--- config.mk ---
export PLATFORM = sky130hd
export DESIGN_NAME = i2s_stereo_serializer
export DESIGN_NICKNAME = d
export VERILOG_FILES = /design/src/rtl/i2s_stereo_serializer.sv
export SDC_FILE = /design/constraint.sdc
export NUM_CORES = 1
export LEC_CHECK = 0
export ABC_AREA = 1
export ABC_CLOCK_PERIOD_IN_PS = 2000
export CAP_MARGIN = 20
export CORE_MARGIN = 4
export CORE_UTILIZATION = 45
export CTS_CLUSTER_DIAMETER = 50
export DETAILED_ROUTE_END_ITERATION = 16
export PLACE_DENSITY = 0.79
export SLEW_MARGIN = 20
export SYNTH_ARGS = -nofsm -noshare
export SYNTH_HDL_FRONTEND = slang
export SYNTH_SLANG_ARGS = --single-unit
--- constraint.sdc ---
create_clock -name bclk -period 2 [get_ports bclk]
set_input_delay 0.4 -clock bclk [delete_from_list [all_inputs] [get_ports bclk]]
set_output_delay 0.4 -clock bclk [all_outputs]
set_load 0.05 [all_outputs]
--- src/rtl/i2s_stereo_serializer.sv ---
// I2S transmitter: stereo pairs enter over valid/ready into a one-deep hold register and shift out MSB-first.
// Latency: MSB one bclk after each lrclk transition; in_ready is held low while the hold register is full.
module i2s_stereo_serializer #(
   parameter int SAMPLE_WIDTH = 16,
   parameter int MONO         = 0
) (
   input  logic                    bclk,
   input  logic                    reset,
   input  logic                    lrclk,
   input  logic [SAMPLE_WIDTH-1:0] in_left,
   input  logic [SAMPLE_WIDTH-1:0] in_right,
   input  logic                    in_valid,
   output logic                    in_ready,
   output logic                    data,
   output logic                    underrun
);

   localparam int CW = $clog2(SAMPLE_WIDTH) + 1;
   localparam logic [CW-1:0] CNT_DONE = CW'(SAMPLE_WIDTH);
   localparam logic [CW-1:0] CNT_ONE  = CW'(1);

   typedef struct packed {
      logic [SAMPLE_WIDTH-1:0] left;
      logic [SAMPLE_WIDTH-1:0] right;
   } pair_t;

   logic                    lrclk_d1_q, lrclk_d1_d;
   logic                    hold_full_q, hold_full_d;
   pair_t                   hold_q, hold_d;
   pair_t                   active_q, active_d;
   logic [SAMPLE_WIDTH-1:0] shift_q, shift_d;
   logic [CW-1:0]           cnt_q, cnt_d;
   logic                    data_q, data_d;
   logic                    underrun_q, underrun_d;

   logic                    left_start;
   logic                    right_start;
   logic                    accept;
   logic [SAMPLE_WIDTH-1:0] slot_word;

   assign in_ready = ~hold_full_q;
   assign data     = data_q;
   assign underrun = underrun_q;

   always_comb begin
      left_start  = lrclk_d1_q & ~lrclk;
      right_start = ~lrclk_d1_q & lrclk;
      accept      = in_valid & ~hold_full_q;

      lrclk_d1_d  = lrclk;
      hold_full_d = hold_full_q;
      hold_d      = hold_q;
      active_d    = active_q;
      shift_d     = shift_q;
      cnt_d       = cnt_q;
      data_d      = 1'b0;
      underrun_d  = 1'b0;
      slot_word   = '0;

      if (accept) begin
         hold_d.left  = in_left;
         hold_d.right = in_right;
         hold_full_d  = 1'b1;
      end

      // A left start with nothing buffered sends silence for the whole frame.
      if (left_start) begin
         if (hold_full_q) begin
            active_d    = hold_q;
            hold_full_d = 1'b0;
         end else begin
            active_d   = '0;
            underrun_d = 1'b1;
         end
         slot_word = active_d.left;
      end else if (right_start) begin
         slot_word = (MONO != 0) ? active_q.left : active_q.right;
      end

      // Any slot edge restarts at the MSB, even if the previous word was cut short.
      if (left_start || right_start) begin
         data_d  = slot_word[SAMPLE_WIDTH-1];
         shift_d = {slot_word[SAMPLE_WIDTH-2:0], 1'b0};
         cnt_d   = CNT_ONE;
      end else if (cnt_q != CNT_DONE) begin
         data_d  = shift_q[SAMPLE_WIDTH-1];
         shift_d = {shift_q[SAMPLE_WIDTH-2:0], 1'b0};
         cnt_d   = cnt_q + CNT_ONE;
      end
   end

   always_ff @(negedge bclk or posedge reset) begin
      if (reset) begin
         lrclk_d1_q  <= 1'b0;
         hold_full_q <= 1'b0;
         hold_q      <= '0;
         active_q    <= '0;
         shift_q     <= '0;
         cnt_q       <= CNT_DONE;
         data_q      <= 1'b0;
         underrun_q  <= 1'b0;
      end else begin
         lrclk_d1_q  <= lrclk_d1_d;
         hold_full_q <= hold_full_d;
         hold_q      <= hold_d;
         active_q    <= active_d;
         shift_q     <= shift_d;
         cnt_q       <= cnt_d;
         data_q      <= data_d;
         underrun_q  <= underrun_d;
      end
   end

endmodule

==> results of run 1 <==
report_power, final:
part           internal [mW]  leakage, nW  switching, mW
clock network          0.736        0.107          0.562
logic                  0.525         1.31          0.684
registers               1.88        0.925          0.283
critical path, delay by kind of cell (launching register included):
kind                   cells  cell delay [ns]
buffers and inverters      2             0.18
flip-flops                 1             0.49
kinds of logic after synthesis:
| family | count (synthesis) |
|---|---|
| adders and majority gates | 4 |
| DFF | 72 |
| xor gates and xnor gates | 3 |
| AOI/OAI and AO/OA | 2 |
| buffers and inverters | 42 |
| and+or+nand+nor | 284 |
sequential cells by signal, indices dropped and copies added (netlist names):
name,cells
active_q,16
cnt_q,5
data,1
hold_full_q,1
hold_q,32
lrclk_d1_q,1
shift_q,15
underrun,1
cell usage in the layout, fill, tap and decap left out, types with 7 or more instances in the layout:
| master | netlist | layout |
|---|---|---|
| sky130_fd_sc_hd__clkbuf_8 | 0 | 10 |
| sky130_fd_sc_hd__nand2_1 | 151 | 128 |
| sky130_fd_sc_hd__clkdlybuf4s50_1 | 0 | 33 |
| sky130_fd_sc_hd__buf_6 | 3 | 7 |
| sky130_fd_sc_hd__buf_4 | 2 | 21 |
| sky130_fd_sc_hd__nand3b_1 | 12 | 12 |
| sky130_fd_sc_hd__nand3_2 | 17 | 32 |
| sky130_fd_sc_hd__dfrtn_1 | 71 | 71 |
| sky130_fd_sc_hd__buf_12 | 0 | 11 |
| sky130_fd_sc_hd__nand3_1 | 95 | 77 |
| sky130_fd_sc_hd__nand2_2 | 1 | 22 |
metal layers:
metal	up-vias	part of all wire, %
met1	1426	43
met2	80	50
li1	1440	-
met5	-	0
met4	0	2.3
met3	14	4.6
final cells by class:
type                    count  share of cell area [%]
clock buffers              11                   2.974
clock inverters             6                   1.764
inverters                  10                   1.553
multi-input cells         293                   34.90
flip-flops and latches     72                   37.93
well taps                  99                   2.606
repair buffers             77                   18.27
final timing paths:
check	start	end	slack, ns
worst min register to register	hold_q[21]	hold_q[21]	0.42
min in group asynchronous	reset	shift_q[10]	1.31
worst max-delay path	hold_full_q	in_ready	-0.41
worst max register to register	cnt_q[0]	shift_q[2]	0.35
worst min-delay path	hold_q[21]	hold_q[21]	0.42
max in group asynchronous	reset	hold_q[5]	0.35
through the flow:
stage	total power, mW	area [sq um]	hold slack, ns	utilization [%]	TNS (ns)
final	4.673	4753	0.4221	64.50	-1.403
after global routing	4.939	4753	0.4505	64.50	-1.991
after CTS	4.654	4662	0.4253	63.26	-1.315
after global placement	3.224	4255	0.4169	57.74	-46.25
after detailed placement	3.278	4255	0.4205	57.74	-48.33
after floorplan	2.952	3696	0.4021	-	-12.65
what timing repair did:
| item | 4_1_cts | 5_1_grt |
|---|---|---|
| endpoints found under the setup margin | 74 | 21 |
| buffers inserted | 6 | 1 |
| cloned | 2 | 0 |
| gates resized for setup | 32 | 34 |
| endpoints found under the hold margin | 0 | 0 |
| hold buffers | 0 | 0 |
| pin swaps | 14 | 17 |
==> metrics.txt, run 1 <==
leakage dissipation=2.338 nW; status=complete, but fails checks; Chip Width=around 96 microns; number of antenna diodes=0; net count reported at finish=around 500; Top FF cell, synth=sky130_fd_sc_hd__dfrtn_1; Synth Net Count=around 450; PwrDens=983.1 nW/um^2; area taken by multi-input logic gates=between 1500 and 2000 sq um; final worst clock skew=0.04914 ns; Post-synth EDFFs=0; multiplexer share of the synthesized area=0%; delay contributed by the slowest stage of the critical path=0.49 ns; global-route wire length before repair=around 14000 microns; Max-Slew Margin vs Limit=a little over 70%; Remaining Overflow, GRT=0; global routing usage summed across all routing layers=approximately 20%; height of the chip=around 96 microns; placer's final routability congestion estimate=between 0.8 and 0.9; total of buffers placed on input and output ports=38; GRT met3 Usage=between 3 and 4%; minimum setup slack after placement=-0.9702 ns; total die area=around 9200 sq um; proportion of layout cells with a drive suffix above 1=between 20% and 30%; number of standard cells in the layout, taps in and fillers out=about 570; area of the placeable core=roughly 7400 sq um; IO Count=39; GRT Max-Usage Layer=met2; Synth top area share=51.34%; detailed-route DRC error count=0; number of library cell types mapped by synthesis=22; area of the mapped netlist=roughly 3500 sq um; violated checks=negative setup slack; CTS H-Tree Depth=3; Worst EP required=~1.6 ns; number of buffers inserted during clock tree synthesis=9; total vias in the final route=about 3000; largest net degree at the start of global routing=35; min setup slack post-route=-0.4150 ns; share of synthesized area occupied by flip-flops and latches=52.10%; Post-Synthesis Mean Instance Area=between 8 and 9 sq um; Async SR Flop Fraction=between 90% and 100%; # fillers=~600; Yosys reg bits=72; vias in the first global route=2953; met2 global-route usage=31.91%; final count of negative-setup-slack endpoints=19; Worst Setup End Kind=output port; Least-Margin Pin Slew=~0.43 ns; library cell with the largest summed area after synthesis=sky130_fd_sc_hd__dfrtn_1; cell with the most instances after synthesis=sky130_fd_sc_hd__nand2_1; met1 Usage GRT=about a quarter; Slew Viols, Final=0; peak supply drop=798.7 uV; leading post-synthesis cells by instance count=151 x sky130_fd_sc_hd__nand2_1, 95 x sky130_fd_sc_hd__nand3_1, 71 x sky130_fd_sc_hd__dfrtn_1; sequential cell area=about 1800 sq um; synthesized-area fraction occupied by ao, oa, aoi and oai cells=0.2892%; synthesized instance count=slightly above 400; xor/xnor cell area share of the yosys netlist=less than 1%; total wirelength of the detailed-routed design=~8000 microns; crit-path cells=inv_6 > buf_8; buffer type at the clock tree root=sky130_fd_sc_hd__clkbuf_8; initial core utilization=46.96%; path class of the lowest-slack min-delay path=reg -> reg; Post-Place Cells=544; CTS Sinks=72; adder-cell area share of the yosys netlist=under 10%; critical path peak fanout=2; number of standard-cell rows in the floorplan=31; number of failing hold endpoints at the final stage=0; number of maximum-capacitance constraint violations=0; vias per cell=between 5 and 6; area delta synth->final=37.35%; clock-pin slew on the worst setup and hold paths=0.05 ns; Final HPWL DP=between 5000 and 6000 microns; antenna violations before repair=0; setup repair after global routing missed its margin=true; simple-gate area share of the yosys netlist=around 39%; worst skew pair latency=roughly 0.38 ns; CP max stage cell=sky130_fd_sc_hd__dfrtn_1; Critical Path AT=around 2 ns; classification of the worst setup path=reg -> out; main combinational cell family by area after synthesis=simple AND/OR/NAND/NOR gates; most area-consuming cells after synthesis=sky130_fd_sc_hd__dfrtn_1 51%, sky130_fd_sc_hd__nand2_1 16%, sky130_fd_sc_hd__nand3_1 14%; length in cells of the worst reg-to-reg path=7; first-pass iteration count of the detailed router=5; Max Buffers Root-to-Sink=2; number of nets with antenna violations after routing=0; Ys Warns=0; depth of the worst hold-timing path=2; CTS tree=built; startpoint type of the worst setup path=flop; Initial DRC Count=180; Wirelength per Cell=about 14 microns
Power figures use the tool's default switching activity.
==> run 2, diff against run 1 <==
Settings changed: CTS_CLUSTER_DIAMETER 50 to default, HOLD_SLACK_MARGIN from default to 0.08, RECOVER_POWER from default to 100.
==> run 2 against run 1 <==
  * The run still ends with negative setup slack left
  * Total power shrank 0.34%
  * Critical path depth is the same
  * Worst setup slack is essentially flat
  * Global-route usage is the same
  * Flip-flop and latch count is the same
  * Cell count is the same
  * Die area is the same
  * Clock skew grew 0.0012 ns
  * First-iteration DRC count shrank 8.9%
  * Largest cell class unchanged
  * Largest power group unchanged
==> metrics.txt, run 2 (synthesis gave the netlist of run 1 again) <==
violated checks=negative setup slack; most used cells in the layout excluding fill and tap cells=128 x sky130_fd_sc_hd__nand2_1, 77 x sky130_fd_sc_hd__nand3_1, 71 x sky130_fd_sc_hd__dfrtn_1; IO Count=39; area delta synth->final=35.76%; Initial DRC Count=between 150 and 200; Slew Viols, Final=0; largest registers in the final layout=hold_q x32, active_q x16, shift_q x15; number of flip-flops in the largest register=32; total wirelength of the detailed-routed design=roughly 8200 microns; antenna violations before repair=0; most common library cell in the layout ignoring fill and taps=sky130_fd_sc_hd__nand2_1; Final HPWL DP=roughly 5400 microns; global-route wire length before repair=13940 microns; Max Buffers Root-to-Sink=2; area post-placement=4255 sq um; Remaining Overflow, GRT=0; path class of the lowest-slack min-delay path=reg -> reg; largest net degree at the start of global routing=35; vias in the first global route=approximately 3000; Hold Startpoint=hold_q[20]; Endpoint, Worst Hold=hold_q[20]; CP max stage cell=sky130_fd_sc_hd__dfrtn_1; placer's final routability congestion estimate=between 0.8 and 0.9; Worst R2R End=shift_q[2]; CTS Sinks=between 70 and 80; Worst Setup End Kind=output port; number of failing hold endpoints at the final stage=0; crit-path cells=inv_6 > buf_8; number of antenna diodes=0; CTS H-Tree Depth=3; CTS Hold Bufs=0; net count reported at finish=slightly above 500; startpoint type of the worst setup path=flop; area of the placeable core=around 7400 sq um; peak supply drop=about 800 uV; top register by number of flip-flops=hold_q; Wirelength per Cell=between 10 and 15 microns; worst skew pair latency=0.38 ns; initial core utilization=a little under half; number of standard-cell rows in the floorplan=31; vias per cell=5.236; global routing usage summed across all routing layers=between 10% and 20%; Least-Margin Pin Slew=0.5657 ns; minimum hold slack=between 0.4 and 0.5 ns; critical path peak fanout=2; Critical Path AT=around 2 ns; clock-pin slew on the worst setup and hold paths=~0.05 ns; final worst clock skew=0.05036 ns; Worst EP required=~1.6 ns; first-pass iteration count of the detailed router=4; leakage dissipation=2.318 nW; total die area=~9200 sq um; detailed-route DRC error count=0; CTS tree=built; height of the chip=95.70 microns; depth of the worst hold-timing path=2; kind of cell adding the most delay to the critical path=flip-flops; minimum setup slack after placement=-0.9702 ns; number of nets with antenna violations after routing=0; final count of negative-setup-slack endpoints=46; Max-Slew Margin vs Limit=between 60 and 70%; buffer type at the clock tree root=sky130_fd_sc_hd__clkbuf_8; min setup slack post-route=-0.4147 ns; number of buffers inserted during clock tree synthesis=9; summed area of non-filler cells in the final layout=4698 sq um; delay contributed by the slowest stage of the critical path=roughly 0.5 ns; setup repair after global routing missed its margin=true; proportion of layout cells with a drive suffix above 1=~28%; PwrDens=slightly below 1000 nW/um^2; Chip Width=95.70 microns; total of buffers placed on input and output ports=38; Reg2Reg Setup Slack=~0.34 ns; total vias in the final route=roughly 3000; final setup TNS=-5.066 ns; classification of the worst setup path=reg -> out; number of maximum-capacitance constraint violations=0; length in cells of the worst reg-to-reg path=7; source of the worst register-to-register timing path=cnt_q[0]; Critical path buffers and inverters=2; utilization after layout=between 60% and 70%; status=complete, but fails checks
run 2: changes by cell type in the layout (fill, tap and decap cells not counted), sizes merged:
| cell | before | now |
|---|---|---|
| clkbuf | 11 | 14 |
| buf | 43 | 40 |
run 2: metal layers:
metal  track usage [%]  share of wire [%]
met1             25.55                 42
met2             31.91                 50
met3             3.831                6.0
met5                 0                  0
met4             8.057                2.4
run 2: stage by stage:
stage / instances / total power, mW
6_report: 568 / 4.657
5_1_grt: 568 / 4.922
4_1_cts: 568 / 4.654
3_5_place_dp: 544 / 3.278
3_3_place_gp: 544 / 3.224
2_1_floorplan: 407 / 2.952
run 2: power breakdown:
group / total (mW) / internal [mW] / switching (mW) / leakage (nW)
logic: 1.19 / 0.511 / 0.681 / 1.29
clock network: 1.30 / 0.736 / 0.564 / 0.107
registers: 2.16 / 1.88 / 0.282 / 0.925
run 2: layout make-up:
class / count / area (sq um)
clock buffers: 11 / 141.4
fillers: 607 / 2671
inverters: 10 / 68.82
repair buffers: 77 / 828.3
clock inverters: 6 / 83.83
well taps: 99 / 123.9
flip-flops and latches: 72 / 1803
multi-input cells: 293 / 1649
run 2: worst min-delay path, delay by kind of cell, from the launching register on:
kind          cells  cell delay (ns)
flops             1             0.41
simple gates      2             0.09
run 2: what timing repair did:
action / in CTS / in global routing
cloned: 2 / 0
endpoints found under the setup margin: 74 / 21
endpoints found under the hold margin: 0 / 0
pin swaps: 14 / 17
setup buffers: 6 / 1
resized for setup: 32 / 34
run 2: worst max-delay path by stage:
stage	from	cells after the start	end
detailed placement	lrclk	6	cnt_q[3]
global placement	lrclk	6	cnt_q[3]
CTS	hold_full_q	2	in_ready
global route	hold_full_q	2	in_ready
finish	hold_full_q	2	in_ready
floorplan	lrclk	9	shift_q[10]
